`src/rtl/hub75_scan_controller.sv`:
```
// HUB75 scan controller: fetches one top/bottom pixel line pair per scan row,
// then drives each colour bit-plane out as shift -> latch -> display with
// binary-coded modulation (plane b lit for BASE_ON<<b cycles).
module hub75_scan_controller #(
  parameter int SCAN_RATE = 32,
  parameter int NUM_COLS  = 64,
  parameter int RGB_RES   = 9,
  parameter int BASE_ON   = 4
) (
  input  logic                                  clk_in,
  input  logic                                  rst_n_in,
  input  logic                                  frame_start_in,
  output logic [$clog2(SCAN_RATE)-1:0]          col_idx1_out,
  output logic [$clog2(SCAN_RATE):0]            col_idx2_out,
  input  logic [1:0][NUM_COLS-1:0][RGB_RES-1:0] columns_in,
  output logic [2:0]                            rgb0_out,
  output logic [2:0]                            rgb1_out,
  output logic [$clog2(SCAN_RATE)-1:0]          addr_out,
  output logic                                  hub_clk_out,
  output logic                                  latch_out,
  output logic                                  oe_n_out,
  output logic                                  busy_out,
  output logic                                  frame_done_out
);

  localparam int AW  = $clog2(SCAN_RATE);
  localparam int XW  = $clog2(NUM_COLS);
  localparam int BPC = RGB_RES / 3;
  localparam int PW  = (BPC > 1) ? $clog2(BPC) : 1;
  // Wide enough to hold the longest display period, BASE_ON<<(BPC-1).
  localparam int DW  = $clog2(BASE_ON << (BPC - 1)) + 1;

  localparam logic [AW-1:0] LAST_ROW   = AW'(SCAN_RATE - 1);
  localparam logic [PW-1:0] LAST_PLANE = PW'(BPC - 1);
  localparam logic [XW-1:0] LAST_PIX   = XW'(NUM_COLS - 1);
  localparam logic [DW-1:0] BASE_W     = DW'(BASE_ON);
  localparam logic [AW:0]   SCAN_W     = (AW + 1)'(SCAN_RATE);

  typedef enum logic [2:0] {
    S_IDLE,
    S_FETCH,
    S_SHIFT,
    S_LATCH,
    S_DISPLAY
  } state_t;

  state_t r_state;
  state_t w_state_next;

  logic [AW-1:0] r_row;
  logic [PW-1:0] r_plane;
  logic [XW-1:0] r_pix;
  logic          r_phase;   // 0 = data setup (hub_clk low), 1 = hub_clk high
  logic [DW-1:0] r_disp;
  logic          r_done;

  logic [NUM_COLS-1:0][RGB_RES-1:0] r_top;
  logic [NUM_COLS-1:0][RGB_RES-1:0] r_bot;

  logic               w_shift_last;
  logic [DW-1:0]      w_disp_len;
  logic               w_disp_last;
  logic [RGB_RES-1:0] w_top_sh;
  logic [RGB_RES-1:0] w_bot_sh;
  logic [2:0]         w_rgb0;
  logic [2:0]         w_rgb1;

  assign w_shift_last = r_phase && (r_pix == '0);
  assign w_disp_len   = BASE_W << r_plane;
  assign w_disp_last  = (r_disp == w_disp_len - DW'(1));

  // Shift the current plane down to bit 0 of each channel, then pick R/G/B.
  assign w_top_sh = r_top[r_pix] >> r_plane;
  assign w_bot_sh = r_bot[r_pix] >> r_plane;
  assign w_rgb0   = {w_top_sh[2*BPC], w_top_sh[BPC], w_top_sh[0]};
  assign w_rgb1   = {w_bot_sh[2*BPC], w_bot_sh[BPC], w_bot_sh[0]};

  assign addr_out       = r_row;
  assign busy_out       = (r_state != S_IDLE);
  assign frame_done_out = r_done;

  // State register.
  always_ff @(posedge clk_in or negedge rst_n_in) begin
    if (!rst_n_in) r_state <= S_IDLE;
    else           r_state <= w_state_next;
  end

  // Next-state decode and panel/frame-source outputs.
  always_comb begin
    w_state_next = r_state;
    col_idx1_out = '0;
    col_idx2_out = '0;
    rgb0_out     = '0;
    rgb1_out     = '0;
    hub_clk_out  = 1'b0;
    latch_out    = 1'b0;
    oe_n_out     = 1'b1;
    case (r_state)
      S_IDLE: begin
        if (frame_start_in) w_state_next = S_FETCH;
      end
      S_FETCH: begin
        col_idx1_out = r_row;
        col_idx2_out = {1'b0, r_row} + SCAN_W;
        w_state_next = S_SHIFT;
      end
      S_SHIFT: begin
        rgb0_out    = w_rgb0;
        rgb1_out    = w_rgb1;
        hub_clk_out = r_phase;
        if (w_shift_last) w_state_next = S_LATCH;
      end
      S_LATCH: begin
        latch_out    = 1'b1;
        w_state_next = S_DISPLAY;
      end
      S_DISPLAY: begin
        oe_n_out = 1'b0;
        if (w_disp_last) begin
          if (r_plane != LAST_PLANE)  w_state_next = S_SHIFT;
          else if (r_row != LAST_ROW) w_state_next = S_FETCH;
          else                        w_state_next = S_IDLE;
        end
      end
      default: w_state_next = S_IDLE;
    endcase
  end

  // Row/plane/pixel/display counters and the end-of-frame pulse.
  always_ff @(posedge clk_in or negedge rst_n_in) begin
    if (!rst_n_in) begin
      r_row   <= '0;
      r_plane <= '0;
      r_pix   <= '0;
      r_phase <= 1'b0;
      r_disp  <= '0;
      r_done  <= 1'b0;
    end else begin
      r_done <= (r_state == S_DISPLAY) && (w_state_next == S_IDLE);
      case (r_state)
        S_IDLE: begin
          if (frame_start_in) r_row <= '0;
        end
        S_FETCH: begin
          r_plane <= '0;
          r_pix   <= LAST_PIX;
          r_phase <= 1'b0;
        end
        S_SHIFT: begin
          r_phase <= ~r_phase;
          if (r_phase && (r_pix != '0)) r_pix <= r_pix - XW'(1);
        end
        S_LATCH: begin
          r_disp <= '0;
        end
        S_DISPLAY: begin
          if (w_disp_last) begin
            r_disp <= '0;
            if (r_plane != LAST_PLANE) begin
              r_plane <= r_plane + PW'(1);
              r_pix   <= LAST_PIX;
              r_phase <= 1'b0;
            end else if (r_row != LAST_ROW) begin
              r_row <= r_row + AW'(1);
            end
          end else begin
            r_disp <= r_disp + DW'(1);
          end
        end
        default: ;
      endcase
    end
  end

  // Line buffers: captured on the edge leaving FETCH, while the panel is dark.
  always_ff @(posedge clk_in or negedge rst_n_in) begin
    if (!rst_n_in) begin
      r_top <= '0;
      r_bot <= '0;
    end else if (r_state == S_FETCH) begin
      r_top <= columns_in[0];
      r_bot <= columns_in[1];
    end
  end

endmodule

```
`config.mk`:
```
export PLATFORM = sky130hd
export DESIGN_NAME = hub75_scan_controller
export DESIGN_NICKNAME = d
export VERILOG_FILES = /design/src/rtl/hub75_scan_controller.sv
export SDC_FILE = /design/constraint.sdc
export NUM_CORES = 2
export LEC_CHECK = 0
export BUFFER_PORTS_ARGS = -buffer_cell sky130_fd_sc_hd__clkbuf_2
export CAP_MARGIN = 0
export CORE_AREA = 4 4 456 458
export DETAILED_ROUTE_END_ITERATION = 12
export DIE_AREA = 0 0 460 462
export SLEW_MARGIN = 25
export SYNTH_ARGS = -nofsm -noshare
export SYNTH_HDL_FRONTEND = slang
export SYNTH_SLANG_ARGS = --single-unit
export TNS_END_PERCENT = 30
```
`constraint.sdc`:
```
create_clock -name clk_in -period 4.4 [get_ports clk_in]
set_clock_uncertainty 0.05 [all_clocks]
set_input_delay 1.32 -clock clk_in [delete_from_list [all_inputs] [get_ports clk_in]]
set_output_delay 1.32 -clock clk_in [all_outputs]
set_load 0.01 [all_outputs]
```
# [Word level (Yosys, flattened, before mapping)]
# Cells that the tools add are included.
[classes] mux=34 n_eq_ne=13 n_addsub=6 reduce_logical=16 magnitude_cmp=1 shifts=3 bitwise=1
[op_table] cell="$bmux W9 S6" count=2
[op_table] cell="$mux W5" count=6
[op_table] cell="$mux W6" count=4
[op_table] cell="$pmux W5 S2" count=2
[op_table] cell="$mux W9" count=2
[op_table] cell="$pmux W6 S3" count=1
[op_table] cell="$shr A9 B2 Y7" count=2
[op_table] cell="$mux W3" count=5
[op_table] cell="$pmux W3 S5" count=1
[op_table] cell="$ne A2 B2 Y1 const B" count=7
[op_table] cell="$add A5 B1 Y5 const B" count=2
[op_table] cell="$lt A6 B7 Y1 const B" count=1
[op_table] cell="$add A5 B6 Y6 const B" count=1
[op_table] cell="$eq A3 B2 Y1 const B" count=2
[op_table] cell="$logic_not A3 Y1" count=2
[op_table] cell="$logic_not A6 Y1" count=1
[op_table] cell="$mux W1" count=6
[op_table] cell="$mux W2" count=3
[op_table] cell="$reduce_and A3 Y1" count=2
[op_table] cell="$reduce_bool A2 Y1" count=3
[op_table] cell="$reduce_bool A3 Y1" count=2
[op_table] cell="$reduce_bool A6 Y1" count=1
[op_table] cell="$sub A6 B1 Y6 const B" count=1
[op_table] cell="$eq A5 B5 Y1" count=1
[op_table] cell="other kinds (12)" count=14
[totals] word_cells=209 output_inout_bits=27 in_bits=1155 reg_bits=1175

# [Depth between registers and ports, before layout]
[logic_depth] depth_word=7 mapped_depth=12 mapped_depth_nobuf=8

# [Least setup slack after synthesis]
# OpenSTA, ideal clock, no wires.
[synth_path] path_type="register -> output" start="reg r_pix[0]" end="out rgb0_out[1]" setup_slack_ns=0.868 path_buffers=5 required_ns=3.030 t_arrival_ns=2.162 path_stages_with_launch=12 cell_sequence="dfrtp_1 buf_6 buf_12 buf_12 buf_12 buf_12 mux2i_1 a21oi_1 o211ai_1 a41oi_2 o21ai_1 nor4_1"
[synth_between] elab_chain_len=4
[synth_lines] item="start, declared" line_no="52" source="logic [XW-1:0] r_pix;"
[synth_lines] item="start signal, assigned" line_no="151" source="if (r_phase && (r_pix != '0)) r_pix <= r_pix - XW'(1);"
[synth_lines] item="$bmux W9 S6" line_no="73" source="assign w_top_sh = r_top[r_pix] >> r_plane;"
[synth_lines] item="$mux W9 (not written as such)" line_no="73"
[synth_lines] item="$shr A9 B2 Y7" line_no="73"
[synth_lines] item="$mux W3" line_no="98" source="case (r_state)"
[synth_lines] item="end, declared" line_no="16" source="output logic [2:0] rgb0_out,"
# No other way between the ends. The select of a mux whose other input is x is not followed.

# [Final worst setup path]
[layout_path] start="reg r_pix[0]" end="out rgb1_out[1]"
[layout_between] elab_chain_len=4
[layout_lines] item="$bmux W9 S6" line_no="74" source="assign w_bot_sh = r_bot[r_pix] >> r_plane;"
[layout_lines] item="$mux W9 (not written as such)" line_no="74"
[layout_lines] item="$shr A9 B2 Y7" line_no="74"
[layout_lines] item="$mux W3" line_no="98"
[layout_lines] item="end, declared" line_no="17" source="output logic [2:0] rgb1_out,"
# No other way between the ends. The select of a mux whose other input is x is not followed.

==> run_results.csv <==
group,metric,value,unit
power,powerDensity,753,nW/µm²
synth,synth_commonest_cells,"mux2_2, dfrtp_1, mux4_2",
drt,drt-total-wl,239,mm
drt,drt_iter0_markers,2509,
synth,netlist_area,53600,µm²
synth,synth_area_per_cell,15.7,µm²
synth,yosysWarnings,0,
place,port_buffers,1181,
grt,grt_pass1_wl,321,mm
place,pre_cts_ws,-0.685,ns
drt,drt-pass1-iter-count,7,
clocking,clkSlewWorstSetupHoldPaths,0.05,ns
grt,grt_max_degree,173,
synth,ys_seq_elements,1175,
die,chipWidth,460,µm
worst_hold_path,hold_path_class,"register to register",
drt,ant_nets,0,
synth,synth_fp_nets,4565,
die,start_util,26.3,%
cells_and_area,fin_cells,7568,
synth,synth.area.top_cells,"dfrtp_1, mux2_2, mux4_2",
cells_and_area,area_growth,29.5,%
synth,synth_edf_count,0,
drt,vias_per_cell,4.87,
synth,ys_types,68,
place,dp_hpwl,190,mm
clocking,clock_path_buffers,3,
synth,yosysMostFrequentCell,"mux2_2",
critical_path,r2r_end,"r_plane[0]",
sta,setup_viol,6,
place,gp_congestion,0.884,
sta,drv_slew,0,
cells_and_area,layout.nets,5892,
sta,grt_setup_unrepaired,"true",
grt,grt_overflow_total,0,
critical_path,rr_startpoint,"r_plane[1]",
clocking,clk_latency,0.78,ns
synth,synthCells,3402,
critical_path,cp_data_required_time,3.03,ns
worst_hold_path,hold_depth,1,
critical_path,crit_chain,"buf_12 > buf_16 > buf_4 > buf_4 > mux4_2 > a221o_1 > a21oi_1 > a31oi_1 > buf_4 > o21ai_1 > nor4_4 > clkbuf_2",
critical_path,cp-start-kind,"register",
sta,fin_ws,-0.879,ns
synth,yosys.area.top_type_share,54.9,%
sta,post-route-period-util,120,%
clocking,cts_sinks,1175,
critical_path,critPathTopFamily,"buffers and inverters",
worst_hold_path,hold-path-endpoint,"r_phase",
drt,wl_per_cell,31.5,µm
die,die_h,462,µm
flow_run,maxCapViolations,0,
clocking,tritoncts,"done",
synth,async_reset_ff_share,100,%
drt,vias,36800,
cells_and_area,drive_gt1_share,65.4,%
cells_and_area,fillCellCount,19900,
die,ioPinCount,1182,
critical_path,rr_worst_depth,8,
clocking,root_buffer,"clkbuf_16",
critical_path,end_kind,"output pin",
critical_path,r2r_slack,1.26,ns
cells_and_area,multi_input_area,23100,µm²
critical_path,worstPathArrival,3.91,ns
drt,drc,0,
die,core-area,204000,µm²
grt,antenna_found_initial,152,
sta,fmax,189,MHz
synth,synth_ff_type,"dfrtp_1",
critical_path,slowest_stage,"nor4_4",
run_status,status,"complete, but fails checks",
critical_path,critical_path_class,"register to output pin",
critical_path,critPathBufInv,6,
clocking,htree_num_levels,4,
place,placed_area,64000,µm²
die,die_area,213000,µm²
die,rows,166,
worst_hold_path,min_from,"r_phase",
power,power.leakage,30.7,nW
cells_and_area,regArea,29400,µm²
synth,synth.yosys.seq_area_share,54.9,%
sta,relSlewSlack,28.7,%
power,ir_drop,423,µV
run_status,violations,"setup timing",
critical_path,critPathMaxStageDelay,0.62,ns
sta,hold_viol_final,0,
clocking,hold_buffers,0,
critical_path,worst-path-max-fanout,8,
cells_and_area,finish.utilization,34.0,%
critical_path,cpMostUsedCell,"buf_4",
place,place_inst,7266,
grt,grt_pass1_vias,39100,
clocking,cts_buffers,139,
sta,min_period,5.28,ns
synth,synth_area_leader_cell,"dfrtp_1",
sta,worst_slew_pin_slew,1.07,ns
grt,track_usage,21.9,%
cells_and_area,postLayoutCellArea,69400,µm²
-- repair_timing --
action | 4_1_cts | 5_1_grt
cloned | 3 | 0
gates resized for setup | 86 | 8
buffers inserted | 9 | 0
endpoints found under the setup margin | 6 | 6
pin swaps | 11 | 4
-- power breakdown --
group | switching [mW] | internal (mW)
sequential | 3.64 | 16.4
combinational | 8.78 | 11.5
clock | 4.85 | 7.04
total | 17.3 | 35.0
-- layout make-up --
cell class,count,share of cell area [%]
timing repair buffer,1434,12.5
antenna,49,0.177
clock inverter,41,0.851
multi-input combinational,1970,33.3
sequential,1175,42.4
tap,2688,4.85
clock buffer,202,5.87
inverter,9,0.0577
-- cells in the final DEF, fill, tap and decap left out, types with 22 or more instances in the layout --
cell type	n
nand2_1	73
buf_12	50
clkbuf_1	32
nor2_1	28
diode_2	49
a22oi_1	40
clkbuf_8	29
clkbuf_2	1178
mux2_2	1180
mux4_2	244
clkbuf_16	143
a21oi_1	32
nand3_1	22
mux2i_1	103
buf_4	185
dfrtp_1	1169
-- cell families after synthesis --
family                     synth area share, %
muxes                                     37.3
and+or+nand+nor                           1.87
buffers and inverters                     2.80
xor gates and xnor gates                 0.180
AOI/OAI and AO/OA                         2.81
adders and majority gates                0.187
DFF                                       54.9
-- layer usage --
layer	share of wire, %	GRT usage, %
met1	41	27.9
met2	47	35.4
met3	7.9	6.75
met4	3.3	7.48
met5	0.23	0
-- state kept, by name (all words and copies together), names as in the netlist --
register        cells
r_bot             576
r_plane             2
r_disp              5
r_state             3
r_pix               6
frame_done_out      1
addr_out            5
r_phase             1
r_top             576
-- per-stage QoR --
stage / power (mW) / hold WS [ns] / TNS [ns]
finish: 52.2 / 0.444 / -4.80
global route: 54.9 / 0.462 / -5.82
CTS: 52.9 / 0.440 / -5.72
detailed placement: 40.2 / 0.433 / -2.34
global placement: 39.7 / 0.428 / -4.61
floorplan: 32.3 / 0.415 / 0
-- worst max-delay path by stage --
stage                         from           to  slack [ns]  cells after the start
after global placement    r_pix[1]  rgb0_out[0]       -1.13                      7
after detailed placement  r_pix[0]  rgb1_out[1]       -0.69                     12
after CTS                 r_pix[0]  rgb1_out[1]       -1.02                     12
after global routing      r_pix[0]  rgb1_out[1]       -1.06                     12
after floorplan           r_pix[0]  rgb0_out[1]        0.87                     11
final                     r_pix[0]  rgb1_out[1]       -0.88                     12
No activity file was read; power rests on OpenSTA's default activity.
